`config.mk`:
```
export PLATFORM = sky130hd
export DESIGN_NAME = freq_frame_packer
export DESIGN_NICKNAME = d
export VERILOG_FILES = /design/src/rtl/freq_pkt_pkg.sv /design/src/rtl/freq_frame_packer.sv
export SDC_FILE = /design/constraint.sdc
export NUM_CORES = 1
export LEC_CHECK = 0
export BUFFER_PORTS_ARGS = -buffer_cell sky130_fd_sc_hd__buf_4
export CAP_MARGIN = 0
export CORE_MARGIN = 5
export CORE_UTILIZATION = 45
export DETAILED_ROUTE_END_ITERATION = 12
export PLACE_DENSITY = 0.74
export SLEW_MARGIN = 30
export SYNTH_ARGS = -nofsm -noshare
export SYNTH_HDL_FRONTEND = slang
export SYNTH_SLANG_ARGS = --single-unit
export TNS_END_PERCENT = 50
```
`constraint.sdc`:
```
create_clock -name clk -period 3.8 [get_ports clk]
set_clock_uncertainty 0.15 [all_clocks]
set_input_delay 0.38 -clock clk [delete_from_list [all_inputs] [get_ports clk]]
set_output_delay 0.38 -clock clk [all_outputs]
set_load 0.03 [all_outputs]
```
`src/rtl/freq_pkt_pkg.sv`:
```
// Shared definitions for the frequency-result frame packer.
// Holds the frame geometry (length, payload length, byte-index map) and the
// FSM state encoding used by freq_frame_packer.
package freq_pkt_pkg;

   localparam int         FRAME_LEN   = 17;
   localparam logic [7:0] PAYLOAD_LEN = 8'h0C;

   // Byte positions within the frame
   localparam logic [4:0] IDX_ID   = 5'd2;
   localparam logic [4:0] IDX_LEN  = 5'd3;
   localparam logic [4:0] IDX_PAY0 = 5'd4;
   localparam logic [4:0] IDX_CHK  = 5'(FRAME_LEN - 1);

   typedef enum logic {
      ST_IDLE = 1'b0,
      ST_SEND = 1'b1
   } state_t;

endpackage

```
`src/rtl/freq_frame_packer.sv`:
```
// freq_frame_packer
// Serialises one frequency-measurement result into a 17-byte framed,
// checksummed byte stream over a valid/ready handshake:
//   HDR0 HDR1 PKT_ID LEN res[31:0] high[31:0] low[31:0] CHK (big-endian words)
//   CHK = mod-256 sum of PKT_ID, LEN and the 12 payload bytes.
// Ports:
//   clk, reset            clock, synchronous active-high reset
//   start                 request a frame (ignored while busy)
//   freq_res/high/low     32-bit results, latched on an accepted start
//   out_valid/out_data    byte stream towards the FIFO write port
//   out_ready             consumer can take the byte
//   busy                  frame in progress
//   done                  one-cycle pulse after the last byte is accepted
module freq_frame_packer
   import freq_pkt_pkg::*;
#(
   parameter logic [7:0] HDR0   = 8'hA5,
   parameter logic [7:0] HDR1   = 8'h5A,
   parameter logic [7:0] PKT_ID = 8'h03
) (
   input  logic        clk,
   input  logic        reset,
   input  logic        start,
   input  logic [31:0] freq_res,
   input  logic [31:0] freq_high,
   input  logic [31:0] freq_low,
   output logic        out_valid,
   output logic [7:0]  out_data,
   input  logic        out_ready,
   output logic        busy,
   output logic        done
);

   state_t      state;
   logic [4:0]  idx;
   logic [95:0] word;
   logic [7:0]  acc;

   logic        xfer;
   logic [4:0]  idx_nxt;
   logic [7:0]  pay_byte;
   logic [7:0]  next_byte;

   assign xfer    = out_valid && out_ready;
   assign idx_nxt = idx + 5'd1;

   // Payload indices 4..15 map to bytes 11..0 of the latched word (MSB first),
   // i.e. a right shift of 8*(15-idx); idx < 16 there so the low nibble suffices.
   assign pay_byte = 8'(word >> {(4'd15 - idx_nxt[3:0]), 3'b000});

   // out_data is registered, so the byte for the *next* index is prepared here.
   // The checksum byte folds in the byte being accepted now (index 15), which
   // the accumulator has not yet absorbed.
   always_comb begin
      next_byte = pay_byte;
      case (idx_nxt)
         5'd1:    next_byte = HDR1;
         IDX_ID:  next_byte = PKT_ID;
         IDX_LEN: next_byte = PAYLOAD_LEN;
         IDX_CHK: next_byte = acc + out_data;
         default: next_byte = pay_byte;
      endcase
   end

   always_ff @(posedge clk) begin
      if (reset) begin
         state     <= ST_IDLE;
         idx       <= '0;
         word      <= '0;
         acc       <= '0;
         out_valid <= 1'b0;
         out_data  <= 8'h00;
         busy      <= 1'b0;
         done      <= 1'b0;
      end else begin
         done <= 1'b0;
         case (state)
            ST_IDLE: begin
               if (start) begin
                  word      <= {freq_res, freq_high, freq_low};
                  acc       <= '0;
                  idx       <= '0;
                  out_data  <= HDR0;
                  out_valid <= 1'b1;
                  busy      <= 1'b1;
                  state     <= ST_SEND;
               end
            end
            ST_SEND: begin
               if (xfer) begin
                  if (idx == IDX_CHK) begin
                     idx       <= '0;
                     out_valid <= 1'b0;
                     busy      <= 1'b0;
                     done      <= 1'b1;
                     state     <= ST_IDLE;
                  end else begin
                     idx      <= idx_nxt;
                     out_data <= next_byte;
                     if (idx >= IDX_ID)
                        acc <= acc + out_data;
                  end
               end
            end
            default: state <= ST_IDLE;
         endcase
      end
   end

endmodule
```
==> metrics.yaml <==
status:
  outcome: "finished, final reports clean"
worst_setup_path:
  max_stage_delay_ns: 0.76
  crit_path_cell_trace: "inv_1 -> ha_1 -> mux4_2 -> mux2i_1 -> o211ai_1 -> a32o_1"
  cp.required_ns: 3.96
  end_kind: "flop"
  cp_data_arrival_time_ns: 2.93
  cp_top_family: "adder cells"
  reg2reg_to: "out_data[3]"
  worst-path-buf-inv: 1
  reg2reg_slack_ns: 1.03
  crit_path_start_kind: "flop"
  r2r_start: "idx[1]"
  crit_type: "reg -> reg"
  r2r_cells: 6
  path_max_fanout: 19
  cp_slowest_cell: "ha_1"
synthesis:
  synth_ff_type: "dfxtp_1"
  synth_top_area_share_pct: 42.70
  yosys_warnings: 0
  synth_cell_types: 58
  synth_area_leader_cell: "dfxtp_1"
  postSynthCellCount: 664
  synth.ff_latch_count: 120
  ys_seq_area_share_pct: 42.70
  async_reset_ff_share_pct: 0
  synth_area_leaders: "dfxtp_1 43%, nand2_1 14%, a21oi_1 10%, mux4_2 6.8%, mux4_1 3.3%"
  syn_area_per_cell_um2: 8.472
  synth.cell_area_mm2: 0.005625
  synth-edff-count: 0
  syn_nets: 776
detailed_routing:
  drt_iter0_drc: 395
  wl_um: 15450
  viasPerCell: 5.418
  vias: 5044
  firstDrtPassIters: 5
  routedWlPerCell_um: 16.60
  drtAntennaViolNets: 0
  drc_errors: 0
placed_design:
  routabilityCongestion: 0.9358
  numPlacedInstances: 899
  portBuffers: 110
  dp_hpwl_um: 11500
floorplan:
  die_x_um: 121.8
  dieArea_mm2: 0.01484
  coreArea_mm2: 0.01211
  pin_count: 111
  rows: 40
  die_height_um: 121.8
  start_util_pct: 46.45
timing:
  final-setup-viol-count: 0
  hold_viol: 0
  tightest_slew_ns: 0.7379
  period_needed_ns: 2.765
  maxSlewViolCount: 0
  rsz0062_at_grt: "no"
  relSlewSlack_pct: 50.64
  tns_ns: 0
  min_period_over_period_pct: 72.77
  fmax_ghz: 0.3616
clocking:
  clk-insertion-delay-late_ns: 0.43
  htreeDepth: 4
  cts_made_buffers: 17
  cts_resized: 0
  postCtsSetupRepairBufs: 0
  cts-root-buf: "clkbuf_16"
  path_clk_slew_ns: 0.06
  hold_buffers: 0
  clock-sinks: 120
  cts_tree: "yes"
  clockBufferDepth: 2
grt:
  grt_pass1_wl_um: 25190
  grt_pass1_vias: 5165
  grt_start_max_net_pins: 75
  grt-ovfl-total: 0
  grt.total_usage_pct: 21.78
  antenna_found_initial: 0
cells_and_area:
  instances_no_fill: 931
  final_cell_mix: "209 x nand2_1, 119 x dfxtp_1, 117 x buf_4"
  n_antenna_cell: 0
  fin_nets: 862
  drive_gt1_share_pct: 23.98
  utilization_pct: 58.71
  final_common_cell: "nand2_1"
  area_growth_pct: 26.40
  nFillCells: 1079
power:
  ir_drop_uv: 300.9
  p_leak_nw: 2.936
  p_per_area_mw_per_mm2: 475.3
hold_path:
  holdPathStages: 3
  whs_endpoint: "word[1]"
  hold_class: "in -> reg"
  worstHoldStart: "freq_low[1]"
run:
  cap_violations: 0
## layer usage
metal / vias to the layer above / GRT usage [%] / share of wire, %
met5: - / 0 / 0
met4: 0 / 8.894 / 2.4
met3: 29 / 6.035 / 5.7
met2: 150 / 36.81 / 51
met1: 2379 / 26.18 / 41
li1: 2486 / - / -
## worst min-delay path: cells and delay by family
family,cells,cell delay [ns]
AOI/OAI and AO/OA,1,0.05
buffers and inverters,1,0.11
and+or+nand+nor,1,0.05
## flip-flops by register name, summed over array words and instances, names as in the netlist
| signal | count |
|---|---|
| out_data | 8 |
| state | 1 |
| busy | 1 |
| word | 96 |
| idx | 5 |
| acc | 8 |
| done | 1 |
## report_power, final
group	switching, mW	internal (mW)
Clock	0.605	1.05
Sequential	0.0502	1.33
Combinational	0.182	0.162
## through the flow
step / setup slack, ns / power [mW] / instance area (um^2) / hold WS [ns]
final: 1.035 / 3.379 / 7111 / 0.04946
after global routing: 0.8481 / 3.501 / 7111 / 0.04550
after CTS: 1.050 / 3.399 / 7111 / 0.04138
after detailed placement: 1.078 / 1.749 / 6501 / 0.2983
after global placement: 1.156 / 1.740 / 6501 / 0.2917
after floorplan: 1.150 / 1.591 / 5625 / 0.2815
## how the worst max path moves through the flow
stage	start	end	slack, ns	depth (start not counted)
2_1_floorplan	idx[0]	out_data[5]	1.15	10
3_3_place_gp	idx[1]	out_data[3]	1.16	6
3_5_place_dp	idx[1]	out_data[3]	1.08	6
4_1_cts	idx[1]	out_data[3]	1.05	6
5_1_grt	idx[1]	out_data[3]	0.85	7
6_report	idx[1]	out_data[3]	1.03	6
## kinds of logic (layout without fill, tap and decap cells)
group	after synthesis	in the layout	share of synthesized area (%)
DFF	120	120	42.70
AOI/OAI and AO/OA	167	167	17.55
buffers and inverters	57	156	4.537
adders and majority gates	12	12	2.802
muxes	31	31	11.41
and+or+nand+nor	269	269	19.62
xor gates and xnor gates	8	8	1.379
## synth_stat cells (2+ instances only)
cell / count
a32oi_1: 2
xor2_1: 4
o21ai_0: 9
a31oi_1: 3
and3_1: 2
o211a_1: 2
nand2b_1: 2
a221oi_1: 2
buf_1: 3
xnor2_1: 3
nor2_1: 21
nor3b_1: 3
o2111ai_1: 2
inv_1: 7
a21oi_1: 112
nand2_1: 209
or3_1: 5
or2_2: 2
o31ai_1: 2
o22ai_1: 2
and2_1: 5
buf_2: 9
nand3_1: 9
a211o_1: 2
nor3_1: 5
o21bai_1: 2
o21ai_1: 2
mux2_2: 4
o211ai_1: 3
clkbuf_1: 33
mux2i_1: 3
mux4_1: 7
dfxtp_1: 120
mux4_2: 17
o2bb2ai_1: 2
and4b_1: 2
ha_1: 11
a21oi_2: 2
buf_4: 3
a22oi_1: 8
## area by class of cell
type	count	area [um^2]	area share [%]
clock buffers	18	439.2	6.176
clock inverters	14	170.2	2.393
inverters	7	26.28	0.3695
multi-input cells	487	2983	41.95
flip-flops and latches	120	2404	33.80
well taps	168	210.2	2.956
repair buffers	117	878.3	12.35
Note: power is estimated with default switching activity, not from simulation.
